[config.mk]
export PLATFORM = sky130hd
export DESIGN_NAME = fsk_bit_decider
export DESIGN_NICKNAME = d
export VERILOG_FILES = /design/src/rtl/fsk_pkg.sv /design/src/rtl/fsk_window_timer.sv /design/src/rtl/fsk_bit_decider.sv
export SDC_FILE = /design/constraint.sdc
export NUM_CORES = 1
export LEC_CHECK = 0
export ABC_AREA = 1
export CAP_MARGIN = 5
export CORE_MARGIN = 4
export CORE_UTILIZATION = 62
export CTS_BUF_LIST = sky130_fd_sc_hd__clkbuf_8
export DETAILED_ROUTE_END_ITERATION = 16
export PLACE_DENSITY_LB_ADDON = 0.05
export SLEW_MARGIN = 20
export SYNTH_ARGS = -nofsm -noshare
export SYNTH_HDL_FRONTEND = slang
export SYNTH_SLANG_ARGS = --single-unit
[constraint.sdc]
create_clock -name clock -period 5.1 [get_ports clock]
set_input_delay 1.02 -clock clock [delete_from_list [all_inputs] [get_ports clock]]
set_output_delay 1.02 -clock clock [all_outputs]
set_load 0.01 [all_outputs]
[src/rtl/fsk_pkg.sv]
// Shared types and elaboration-time helpers for the FSK bit decider.
// Counts from the analyzer and the window timer share one width.
package fsk_pkg;

  localparam int COUNT_W = 32;

  typedef enum logic [1:0] {
    IDLE,
    RUN,
    CAPTURE,
    FLUSH
  } fsk_state_t;

  function automatic logic [COUNT_W-1:0] window_ticks(
    input logic [63:0] clock_hz,
    input logic [63:0] bit_rate
  );
    logic [63:0] ticks;
    ticks = clock_hz / bit_rate;
    return ticks[COUNT_W-1:0];
  endfunction

  // Product is formed in 64 bits so large clocks cannot overflow before the divide.
  function automatic logic [COUNT_W-1:0] occupancy_threshold(
    input logic [63:0] ticks,
    input logic [63:0] percent
  );
    logic [63:0] thresh;
    thresh = (ticks * percent) / 64'd100;
    return thresh[COUNT_W-1:0];
  endfunction

endpackage

[src/rtl/fsk_window_timer.sv]
// Bit-window counter: advances on enabled cycles once the decider has left IDLE,
// wraps at WINDOW_TICKS-1 and flags that last cycle as the window end.
module fsk_window_timer
  import fsk_pkg::*;
#(
  parameter logic [COUNT_W-1:0] WINDOW_TICKS = 32'd50000
) (
  input  logic clock,
  input  logic clear,
  input  logic enable,
  input  logic run,
  output logic window_end
);

  localparam logic [COUNT_W-1:0] LAST_TICK = WINDOW_TICKS - 32'd1;

  logic [COUNT_W-1:0] window_cnt_reg;
  logic [COUNT_W-1:0] window_cnt_next;
  logic               advance;

  assign advance    = enable & run;
  assign window_end = advance & (window_cnt_reg == LAST_TICK);

  always_comb begin
    window_cnt_next = window_cnt_reg;
    if (advance) begin
      window_cnt_next = window_end ? '0 : window_cnt_reg + COUNT_W'(1);
    end
  end

  always_ff @(posedge clock or negedge clear) begin
    if (!clear) begin
      window_cnt_reg <= '0;
    end else begin
      window_cnt_reg <= window_cnt_next;
    end
  end

endmodule

[src/rtl/fsk_bit_decider.sv]
// Samples the analyzer's tone counts at every bit-window end, decides the bit,
// pulses the analyzer clear and offers the bit through a one-entry valid/ready buffer.
module fsk_bit_decider
  import fsk_pkg::*;
#(
  parameter int unsigned CLOCK_FREQUENCY = 50000000,
  parameter int unsigned BIT_RATE        = 1000,
  parameter int unsigned MIN_OCCUPANCY   = 50
) (
  input  logic               clock,
  input  logic               clear,
  input  logic               enable,
  input  logic [COUNT_W-1:0] f0_value,
  input  logic [COUNT_W-1:0] f1_value,
  output logic               analyzer_enable,
  output logic               analyzer_clear,
  output logic               bit_data,
  output logic               bit_error,
  output logic               bit_valid,
  input  logic               bit_ready,
  output logic               overrun
);

  localparam logic [COUNT_W-1:0] WINDOW_TICKS =
    window_ticks(64'(CLOCK_FREQUENCY), 64'(BIT_RATE));
  localparam logic [COUNT_W-1:0] THRESH =
    occupancy_threshold(64'(WINDOW_TICKS), 64'(MIN_OCCUPANCY));

  fsk_state_t         state_reg;
  fsk_state_t         state_next;
  logic               window_end;
  logic               capture_now;
  logic               flush_pulse_reg;
  logic [COUNT_W-1:0] f0_q;
  logic [COUNT_W-1:0] f1_q;
  logic               dec_bit;
  logic               dec_err;
  logic               load;
  logic               consume;

  fsk_window_timer #(
    .WINDOW_TICKS(WINDOW_TICKS)
  ) u_timer (
    .clock     (clock),
    .clear     (clear),
    .enable    (enable),
    .run       (state_reg != IDLE),
    .window_end(window_end)
  );

  assign capture_now = (state_reg == RUN) & window_end;

  always_ff @(posedge clock or negedge clear) begin
    if (!clear) begin
      state_reg <= IDLE;
    end else begin
      state_reg <= state_next;
    end
  end

  // CAPTURE and FLUSH advance regardless of enable so a started window end always completes.
  always_comb begin
    state_next = state_reg;
    case (state_reg)
      IDLE:    if (enable) state_next = RUN;
      RUN:     if (window_end) state_next = CAPTURE;
      CAPTURE: state_next = FLUSH;
      FLUSH:   state_next = RUN;
      default: state_next = IDLE;
    endcase
  end

  always_ff @(posedge clock or negedge clear) begin
    if (!clear) begin
      f0_q            <= '0;
      f1_q            <= '0;
      flush_pulse_reg <= 1'b0;
      analyzer_enable <= 1'b0;
    end else begin
      if (capture_now) begin
        f0_q <= f0_value;
        f1_q <= f1_value;
      end
      flush_pulse_reg <= capture_now;
      analyzer_enable <= enable;
    end
  end

  // flush_pulse_reg is a flop, so this gate cannot glitch the analyzer clear.
  assign analyzer_clear = clear & ~flush_pulse_reg;

  always_comb begin
    dec_bit = 1'b0;
    dec_err = 1'b1;
    if ((f1_q > f0_q) && (f1_q >= THRESH)) begin
      dec_bit = 1'b1;
      dec_err = 1'b0;
    end else if ((f0_q > f1_q) && (f0_q >= THRESH)) begin
      dec_err = 1'b0;
    end
  end

  // The decision enters the buffer on the edge leaving CAPTURE, so it is visible in FLUSH.
  assign load    = (state_reg == CAPTURE);
  assign consume = bit_valid & bit_ready;

  always_ff @(posedge clock or negedge clear) begin
    if (!clear) begin
      bit_data  <= 1'b0;
      bit_error <= 1'b0;
      bit_valid <= 1'b0;
      overrun   <= 1'b0;
    end else if (load) begin
      if (!bit_valid || consume) begin
        bit_data  <= dec_bit;
        bit_error <= dec_err;
        bit_valid <= 1'b1;
      end else begin
        overrun <= 1'b1;
      end
    end else if (consume) begin
      bit_valid <= 1'b0;
    end
  end

endmodule

==> impl_metrics.env <==
export IMPL_tns_ns=0
export IMPL_max_freq_mhz=306.8
export IMPL_wire_per_inst_um=15.39
export IMPL_cts_root_buf="clkbuf_8"
export IMPL_drive_above_1_share=0.04015
export IMPL_hpwl_um=10050
export IMPL_antenna_found_initial=0
export IMPL_start_util=0.6356
export IMPL_synth_top_family_by_area="simple AND/OR/NAND/NOR gates"
export IMPL_drtIter0Drc=284
export IMPL_cts_tree="yes"
export IMPL_area_delta_synth_final_pct=16.72
export IMPL_postLayoutCellArea_sq_um=6823
export IMPL_wl_um=13970
export IMPL_crit_start="clear"
export IMPL_maxSlewViolCount=0
export IMPL_power_density_nw_per_um2=233.6
export IMPL_ys_async_sr_fraction=1.000
export IMPL_p_leak_uw=0.003621
export IMPL_arrival_ns=2.24
export IMPL_ys_warn_count=0
export IMPL_nNetsFinal=899
export IMPL_yosys_area_share_simple=0.3219
export IMPL_finalCriticalPeriod_ns=3.260
export IMPL_cts_hold_buf=0
export IMPL_vias=5135
export IMPL_tightest_slew_ns=0.7382
export IMPL_n_antenna_cell=0
export IMPL_clock_latency_ns=0.36
export IMPL_grt_pass1_vias=5189
export IMPL_drtPass1Iterations=5
export IMPL_postCtsResizedCells=0
export IMPL_synth_seq_cells=104
export IMPL_rows=35
export IMPL_synth_xor_area_frac=0.02697
export IMPL_synth_fa_ha_area_frac=0.07920
export IMPL_cts_buffer_depth=2
export IMPL_min_from="u_timer.window_cnt_reg[28]"
export IMPL_numCtsBuffers=9
export IMPL_die_w_um=105.1
export IMPL_worst_path_max_delay_cell="clkdlybuf4s50_1"
export IMPL_die_h_um=105.1
export IMPL_rsz0062_at_grt="no"
export IMPL_path_cells="buf_4 -> inv_1 -> nor2_1 -> clkdlybuf4s50_1"
export IMPL_cp_max_fo=48
export IMPL_synth_cells=733
export IMPL_yosysUniqueCellTypes=33
export IMPL_synthMuxAreaShare=0
export IMPL_cap_violations=0
export IMPL_htreeDepth=3
export IMPL_fin_skew_ns=0.009856
export IMPL_die_area_sq_um=11050
export IMPL_fillers=718
export IMPL_outcome="complete, no violations"
export IMPL_via_per_inst=5.655
export IMPL_setup_viol=0
export IMPL_ys_seq_area_frac=0.4452
export IMPL_clk_transition_reported_paths_ns=0.09
export IMPL_path_class="in2out"
export IMPL_numPortBuffers=73
export IMPL_fin_util=0.7419
export IMPL_grt_use_total=0.2684
export IMPL_start_kind="primary input"
export IMPL_worst_hold_slack_ns=0.4700
export IMPL_synth_area_sq_um=5846
export IMPL_drtAntennaViolNets=0
export IMPL_post_cts_buffers=0
export IMPL_gp_congestion=0.9540
export IMPL_timing_slew_headroom=0.5079
export IMPL_crit_path_max_incr_delay_ns=0.54
export IMPL_postSynthAreaPerCell_sq_um=7.975
export IMPL_cts_sinks=104
export IMPL_pin_count=74
export IMPL_post_route_period_util=0.6392
export IMPL_crit_buf_inv=3
export IMPL_synth_nets=838
export IMPL_synth_edf_count=0
export IMPL_ir_drop_mv=0.1834
export IMPL_grt_pass1_wl_um=24390
export IMPL_cp_top_family="buffers and inverters"
export IMPL_timing_rr_start="state_reg[0]"
export IMPL_dpl_cell_area_sq_um=6594
export IMPL_synthFlopType="dfrtp_1"
export IMPL_hold_path_class="reg2reg"
export IMPL_synth_compound_area_share=0.04024
export IMPL_grt_max_degree=66
export IMPL_grt_overflow_total=0
export IMPL_drc=0
export IMPL_cp_end_kind="primary output"
export IMPL_fp_coreArea_sq_um=9196
export IMPL_hold_viol_final=0
export IMPL_crit_required_ns=4.08
## cell usage in the layout (no fill, tap or decap)
cell / instances
a21o_1: 1
a21oi_1: 18
a22oi_1: 1
a31o_2: 1
a31oi_1: 1
and2_1: 1
and3_1: 1
buf_4: 6
bufinv_16: 2
clkbuf_8: 11
clkdlybuf4s50_1: 72
dfrtp_1: 104
ha_1: 36
ha_2: 1
inv_1: 86
inv_2: 1
inv_6: 2
nand2_1: 222
nand2b_1: 1
nand3_1: 29
nand3_2: 1
nand3b_1: 1
nand4_1: 82
nor2_1: 57
nor2_2: 2
nor3_1: 12
nor3_2: 1
nor3b_4: 1
nor4_1: 4
nor4_2: 1
nor4_4: 1
o211a_1: 2
o21a_1: 2
o21ai_0: 14
o21ba_2: 1
xnor2_1: 3
xor2_1: 15
## where the power goes
part           leakage [uW]  internal, uW  total [uW]  switching, uW
sequential          0.00139           849         876           27.0
combinational       0.00212          74.8         156           81.1
clock              0.000109           288         562            273
## cell usage after synthesis (all sizes together) (2+ instances only)
master  number  area [sq um]
dfrtp      104          2603
nand2      222         833.3
a21oi       18         90.09
inv         87         326.6
nor2        59         226.5
o21a         2         15.01
o211a        2         20.02
nor3        13         70.07
buf         19         141.4
clkbuf      10         37.54
nand3       30         150.1
xor2        15         131.4
ha          37         462.9
nor4         6         50.04
o21ai       14         70.07
nand4       82         513.0
xnor2        3         26.28
## stage by stage
step	power, uW	std cells	setup slack [ns]
finish	1594	908	1.840
floorplan	947.7	733	2.882
detailed placement	1048	893	1.621
global route	1666	908	1.708
CTS	1609	907	1.781
global placement	1041	893	1.681
## cell type report
class	count	area (sq um)	share of cell area
clock buffers	10	137.6	0.02017
clock inverters	4	77.57	0.01137
inverters	87	326.6	0.04786
multi-input cells	513	2760	0.4045
flip-flops and latches	104	2603	0.3814
well taps	111	138.9	0.02036
repair buffers	79	779.5	0.1142
## worst paths after layout
check,slack (ns),endpoint,depth (start not counted)
worst max-delay path,1.84,analyzer_clear,4
worst min-delay path,0.47,u_timer.window_cnt_reg[28],1
worst max register to register,2.44,u_timer.window_cnt_reg[14],9
worst min register to register,0.47,u_timer.window_cnt_reg[28],1
max in group asynchronous,3.26,f1_q[28],2
min in group asynchronous,0.65,f0_q[3],1
## layer usage
| metal | track usage | vias to the layer above | share of wire |
|---|---|---|---|
| met1 | 0.3343 | 2428 | 0.42 |
| met5 | 0 | - | 0 |
| met4 | 0.08622 | 0 | 0.025 |
| met2 | 0.4753 | 154 | 0.51 |
| met3 | 0.04385 | 32 | 0.045 |
| li1 | - | 2521 | - |
## logic make-up after synthesis
logic type	after synthesis
AND/OR/NAND/NOR	417
AO/OA/AOI/OAI	41
XOR/XNOR	18
buffers and inverters	116
flip-flops	104
adder cells (fa/ha/maj)	37
Note: power is estimated with default switching activity, not from simulation.
